`src/rtl/cache_types_pkg.sv`:
```
`default_nettype none
// ============================================================================
// Module      : cache_types_pkg
// Description : Shared types for the cache-to-memory dfp arbitration path.
// Revision    : 1.0 - initial release
// ============================================================================
package cache_types_pkg;

   localparam int LINE_BITS   = 256;
   localparam int c_ADDR_BITS = 32;

   typedef struct packed {
      logic [c_ADDR_BITS-1:0] addr;
      logic                   read;
      logic                   write;
      logic [LINE_BITS-1:0]   wdata;
   } dfp_req_t;

   typedef enum logic [1:0] {
      IDLE  = 2'd0,
      ISSUE = 2'd1,
      WAIT  = 2'd2
   } arb_state_t;

   // Index width that stays legal for a single-port build.
   function automatic int idx_bits(input int n);
      return (n > 1) ? $clog2(n) : 1;
   endfunction

endpackage
`default_nettype wire

```
`src/rtl/rr_picker.sv`:
```
`default_nettype none
// ============================================================================
// Module      : rr_picker
// Description : Combinational round-robin picker; first pending port after
//               last_grant, wrapping.
// Revision    : 1.0 - initial release
// ============================================================================
module rr_picker
   import cache_types_pkg::*;
#(
   parameter int NUM_PORTS = 2,
   parameter int IDX_W     = idx_bits(NUM_PORTS)
) (
   input  logic [NUM_PORTS-1:0] pending,
   input  logic [IDX_W-1:0]     last_grant,
   output logic                 grant_valid,
   output logic [IDX_W-1:0]     grant_idx
);

   logic [IDX_W-1:0] w_cand;

   // Walk from the farthest candidate (last_grant itself) to the nearest so
   // the closest pending port after last_grant is the final assignment.
   always_comb begin
      grant_valid = 1'b0;
      grant_idx   = '0;
      w_cand      = '0;
      for (int k = NUM_PORTS; k >= 1; k--) begin
         w_cand = IDX_W'((int'(last_grant) + k) % NUM_PORTS);
         if (pending[w_cand]) begin
            grant_valid = 1'b1;
            grant_idx   = w_cand;
         end
      end
   end

endmodule
`default_nettype wire

```
`src/rtl/dfp_arbiter.sv`:
```
`default_nettype none
// ============================================================================
// Module      : dfp_arbiter
// Description : Round-robin arbiter sharing one cacheline memory port among
//               several cache dfp ports, with registered memory outputs.
// Revision    : 1.0 - initial release
// ============================================================================
module dfp_arbiter
   import cache_types_pkg::*;
#(
   parameter int NUM_PORTS = 2
) (
   input  logic                   clk,
   input  logic                   rst,
   input  logic [31:0]            req_addr  [NUM_PORTS],
   input  logic [NUM_PORTS-1:0]   req_read,
   input  logic [NUM_PORTS-1:0]   req_write,
   input  logic [LINE_BITS-1:0]   req_wdata [NUM_PORTS],
   output logic [LINE_BITS-1:0]   req_rdata [NUM_PORTS],
   output logic [NUM_PORTS-1:0]   req_resp,
   output logic [31:0]            mem_addr,
   output logic                   mem_read,
   output logic                   mem_write,
   output logic [LINE_BITS-1:0]   mem_wdata,
   input  logic [LINE_BITS-1:0]   mem_rdata,
   input  logic                   mem_resp
);

   localparam int                 c_IDX_W     = idx_bits(NUM_PORTS);
   localparam logic [c_IDX_W-1:0] c_LAST_INIT = c_IDX_W'(NUM_PORTS - 1);

   arb_state_t         r_state;
   arb_state_t         w_next_state;
   logic [c_IDX_W-1:0] r_owner;
   logic [c_IDX_W-1:0] r_last_grant;
   logic [c_IDX_W-1:0] w_grant_idx;
   logic               w_grant_valid;
   logic               w_launch;
   logic               w_active;
   dfp_req_t           w_sel;

   rr_picker #(
      .NUM_PORTS (NUM_PORTS),
      .IDX_W     (c_IDX_W)
   ) u_picker (
      .pending     (req_read | req_write),
      .last_grant  (r_last_grant),
      .grant_valid (w_grant_valid),
      .grant_idx   (w_grant_idx)
   );

   // A port asserting both read and write is issued as a write.
   always_comb begin
      w_sel       = '0;
      w_sel.addr  = req_addr[w_grant_idx];
      w_sel.write = req_write[w_grant_idx];
      w_sel.read  = req_read[w_grant_idx] & ~req_write[w_grant_idx];
      w_sel.wdata = req_wdata[w_grant_idx];
   end

   always_comb begin
      w_next_state = r_state;
      w_launch     = 1'b0;
      w_active     = 1'b0;
      case (r_state)
         IDLE: begin
            if (w_grant_valid) begin
               w_next_state = ISSUE;
               w_launch     = 1'b1;
            end
         end
         ISSUE: begin
            w_active     = 1'b1;
            w_next_state = mem_resp ? IDLE : WAIT;
         end
         WAIT: begin
            w_active = 1'b1;
            if (mem_resp) begin
               w_next_state = IDLE;
            end
         end
         default: w_next_state = IDLE;
      endcase
   end

   always_ff @(posedge clk or negedge rst) begin
      if (!rst) begin
         r_state <= IDLE;
      end else begin
         r_state <= w_next_state;
      end
   end

   // Address and data stay on the bus after completion; only the strobes drop.
   always_ff @(posedge clk or negedge rst) begin
      if (!rst) begin
         mem_addr     <= '0;
         mem_read     <= 1'b0;
         mem_write    <= 1'b0;
         mem_wdata    <= '0;
         r_owner      <= '0;
         r_last_grant <= c_LAST_INIT;
      end else if (w_launch) begin
         mem_addr     <= w_sel.addr;
         mem_read     <= w_sel.read;
         mem_write    <= w_sel.write;
         mem_wdata    <= w_sel.wdata;
         r_owner      <= w_grant_idx;
         r_last_grant <= w_grant_idx;
      end else if (w_active && mem_resp) begin
         mem_read  <= 1'b0;
         mem_write <= 1'b0;
      end
   end

   generate
      for (genvar i = 0; i < NUM_PORTS; i++) begin : g_port
         assign req_resp[i]  = w_active & mem_resp & (r_owner == c_IDX_W'(i));
         assign req_rdata[i] = mem_rdata;
      end
   endgenerate

endmodule
`default_nettype wire
```
`config.mk`:
```
export PLATFORM = sky130hd
export DESIGN_NAME = dfp_arbiter
export DESIGN_NICKNAME = d
export VERILOG_FILES = /design/src/rtl/cache_types_pkg.sv /design/src/rtl/rr_picker.sv /design/src/rtl/dfp_arbiter.sv
export SDC_FILE = /design/constraint.sdc
export NUM_CORES = 1
export LEC_CHECK = 0
export CAP_MARGIN = 30
export CORE_AREA = 2 2 631 633
export CTS_CLUSTER_DIAMETER = 80
export DETAILED_ROUTE_END_ITERATION = 8
export DIE_AREA = 0 0 633 635
export GPL_ROUTABILITY_DRIVEN = 0
export PLACE_DENSITY = 0.3
export RECOVER_POWER = 50
export SYNTH_ARGS = -nofsm -noshare
export SYNTH_HDL_FRONTEND = slang
export SYNTH_HIERARCHICAL = 1
export SYNTH_SLANG_ARGS = --single-unit
```
`constraint.sdc`:
```
create_clock -name clk -period 2.75 [get_ports clk]
set_clock_uncertainty 0.2 [all_clocks]
set_input_delay 0.275 -clock clk [delete_from_list [all_inputs] [get_ports clk]]
set_output_delay 0.275 -clock clk [all_outputs]
set_load 0.03 [all_outputs]
```
==> run_results.csv <==
group,metric,value,unit
final_layout,multi_input_area,5640,um^2
clock_network,clkTransAtPathRegs,0.06,ns
grt,grt_pass1_vias,18119,
final_layout,layout-drive-gt1-share,0.0880,
grt,antenna_found_initial,263,
setup_path,cp-start-kind,"input port",
yosys,syn_nets,2646,
pwr,irDropWorstVdd,0.000470,V
final_layout,final_util,0.0919,
yosys,ys_types,28,
floorplanning,ios,1643,
yosys,yosysMostFrequentCell,"buf_4",
yosys,avgSynthCellArea,9.94,um^2
timing,fmax,391,MHz
final_layout,n_fill_cell,46036,
pwr,power.share.switching,0.469,
job,cap_violations,4,
pwr,pwr-share-seq,0.220,
clock_network,cts_max_level,2,
clock_network,cts_tree,"built",
floorplanning,die_w,633,um
clock_network,insertion_delay,0.73,ns
timing,post-route-min-period,2.56,ns
setup_path,crit_type,"in2reg",
outcome,violations,"capacitance limit, slew limit",
yosys,synthCells,1803,
timing,fin_crit_sh,0.931,
clock_network,cts_buffers,57,
setup_path,crit_path_end,"mem_wdata[150]",
yosys,synth_ff_type,"dfrtp_1",
timing,timing.slew.headroom,-0.137,
detailed_routing,routed_wl,209000,um
grt,grt.total_usage,0.101,
detailed_routing,first_pass_iters,4,
pwr,p_total,36.0,mW
placement,dp_slack,-0.128,ns
detailed_routing,vias,17567,
clock_network,clkSinkCount,294,
clock_network,cts_buffer_depth,3,
timing,final_hold_viol_count,0,
grt,grt_pass1_wl,250000,um
timing,final.setup.worst_slack,0.191,ns
setup_path,r2r_end,"mem_wdata[150]",
final_layout,nets,3573,
setup_path,r2r_setup_slack,0.19,ns
yosys,synth_edf_count,0,
yosys,synth_area_leaders,"dfrtp_1, buf_4, mux2i_1",
detailed_routing,dr.first_iter.drc_count,742,
yosys,synth_top_area_frac,0.409,
grt,grt-ovfl-total,0,
yosys,yosys-top-cells-count,"buf_4, nand2_1, dfrtp_1",
hold_path,hold_class,"in2reg",
pwr,pwr_density_cell,992,nW/um^2
pwr,comb_power_share,0.579,
detailed_routing,drc_errors,0,
setup_path,cp.required,3.17,ns
timing,fin_tns_setup,0,ns
floorplanning,dieArea,402000,um^2
placement,hpwl,184000,um
timing,grt_setup_unrepaired,"false",
yosys,ys_ff_latch,294,
setup_path,end_kind,"flop",
setup_path,path_max_fanout,27,
pwr,p_switching,16.9,mW
pwr,intPower,19.1,mW
timing,finalHoldWorstSlack,0.0751,ns
detailed_routing,wl_per_cell,26.0,um
setup_path,crit_arrival,2.98,ns
floorplanning,die_h,635,um
placement,port_buffers,874,
timing,slew_violations,101,
final_layout,ff_latch_area,7360,um^2
setup_path,startpoint,"req_write[0]",
pwr,p_leak,13.5,nW
final_layout,syn_to_final_growth,102,%
clock_network,clock-root-buffer,"clkbuf_16",
detailed_routing,vias_per_cell,2.18,
timing,worstMarginPinSlew,1.71,ns
setup_path,reg2reg_from,"r_last_grant",
yosys,ys_warn_count,6,
timing,finalSetupViolCount,0,
pwr,clkPwrFrac,0.201,
yosys,postSynth.asyncResetShare,1.00,
floorplanning,coreArea,395000,um^2
setup_path,worst_r2r_path_depth,7,
floorplanning,rows,231,
detailed_routing,ant_nets,0,
yosys,synth_top_area_cell,"dfrtp_1",
yosys,synth_area,17900,um^2
clock_network,post_cts_buffers,0,
yosys,ys_seq_area_frac,0.411,
outcome,status,"finished with violations",
floorplanning,initial_core_util,0.0454,
grt,grt_max_degree,66,
[layout make-up]
class	instances	area share
multi-input combinational	896	0.155
clock buffer	66	0.0414
antenna	52	0.00359
tap	5242	0.181
clock inverter	35	0.00990
inverter	4	0.000414
sequential	294	0.203
timing repair buffer	1477	0.406
[layout by cell type, fill, tap and decap left out, drive strengths merged, types with 2 or more instances in the layout]
cell | netlist | routed
clkbuf | 29 | 77
clkinvlp | 0 | 8
dlygate4sd3 | 0 | 480
inv | 4 | 15
or2 | 3 | 3
diode | 0 | 52
nor2 | 2 | 2
nand2 | 296 | 296
clkinv | 0 | 14
nand3 | 2 | 2
buf | 580 | 139
o21ai | 291 | 291
ha | 4 | 4
clkdlybuf4s25 | 0 | 2
clkdlybuf4s50 | 0 | 843
mux2i | 289 | 289
dfrtp | 293 | 293
bufinv | 0 | 2
[worst min path at each step]
stage / startpoint / endpoint / slack, ns / depth (start not counted)
detailed placement: rst / mem_wdata[190] / 0.19 / 1
global placement: rst / mem_wdata[90] / 0.20 / 1
finish: req_wdata[382] / mem_wdata[126] / 0.08 / 3
CTS: req_wdata[168] / mem_wdata[168] / 0.001 / 4
floorplan: rst / mem_addr[0] / -0.22 / 0
global route: req_wdata[309] / mem_wdata[53] / 0.03 / 3
[kinds of logic after synthesis]
group / synth area share
compound gates: 0.0829
simple gates: 0.0656
mux: 0.162
fa+ha+maj: 0.00279
buf+inv: 0.276
flops: 0.411
[state kept, by name (all words and copies together) (netlist names)]
| signal | cells |
|---|---|
| mem_read | 1 |
| r_owner | 1 |
| mem_write | 1 |
| mem_wdata | 256 |
| r_last_grant | 1 |
| mem_addr | 32 |
| r_state | 2 |
[layer usage]
layer,track usage,vias up,routed length [um]
met3,0.0753,629,34100
met2,0.151,1433,87200
met1,0.111,7936,79100
met4,0.0279,152,7580
met5,0.00824,-,1390
li1,-,7417,-
[power groups by stage]
| stage | combinational [mW] | sequential [mW] | clock (mW) |
|---|---|---|---|
| floorplan | 7.50 | 11.9 | 0 |
| global placement | 20.2 | 7.95 | 0 |
| detailed placement | 20.3 | 7.96 | 0 |
| CTS | 21.8 | 7.95 | 7.75 |
| global route | 22.4 | 8.21 | 7.82 |
| finish | 20.8 | 7.91 | 7.24 |
[stage by stage]
stage / area [um^2] / instances
floorplan: 17900 / 1803
global placement: 29600 / 7430
detailed placement: 29600 / 7430
CTS: 36300 / 8013
global route: 36200 / 8035
finish: 36300 / 8066
[repair_timing]
item	in CTS	in global routing
hold endpoints to repair	491	0
hold buffers	482	0
resized for setup	2	3
endpoints found under the setup margin	2	2
[critical path, stage by stage]
cell and delay [ns]:
clkdlybuf4s50_1 0.44, or2_2 0.35, a21boi_4 0.28, buf_12 0.22, buf_12 0.25, buf_4 0.20, mux2i_1 0.19, dlygate4sd3_1 0.58
o21ai_1 0.07
(Power assumes the default switching activity.)
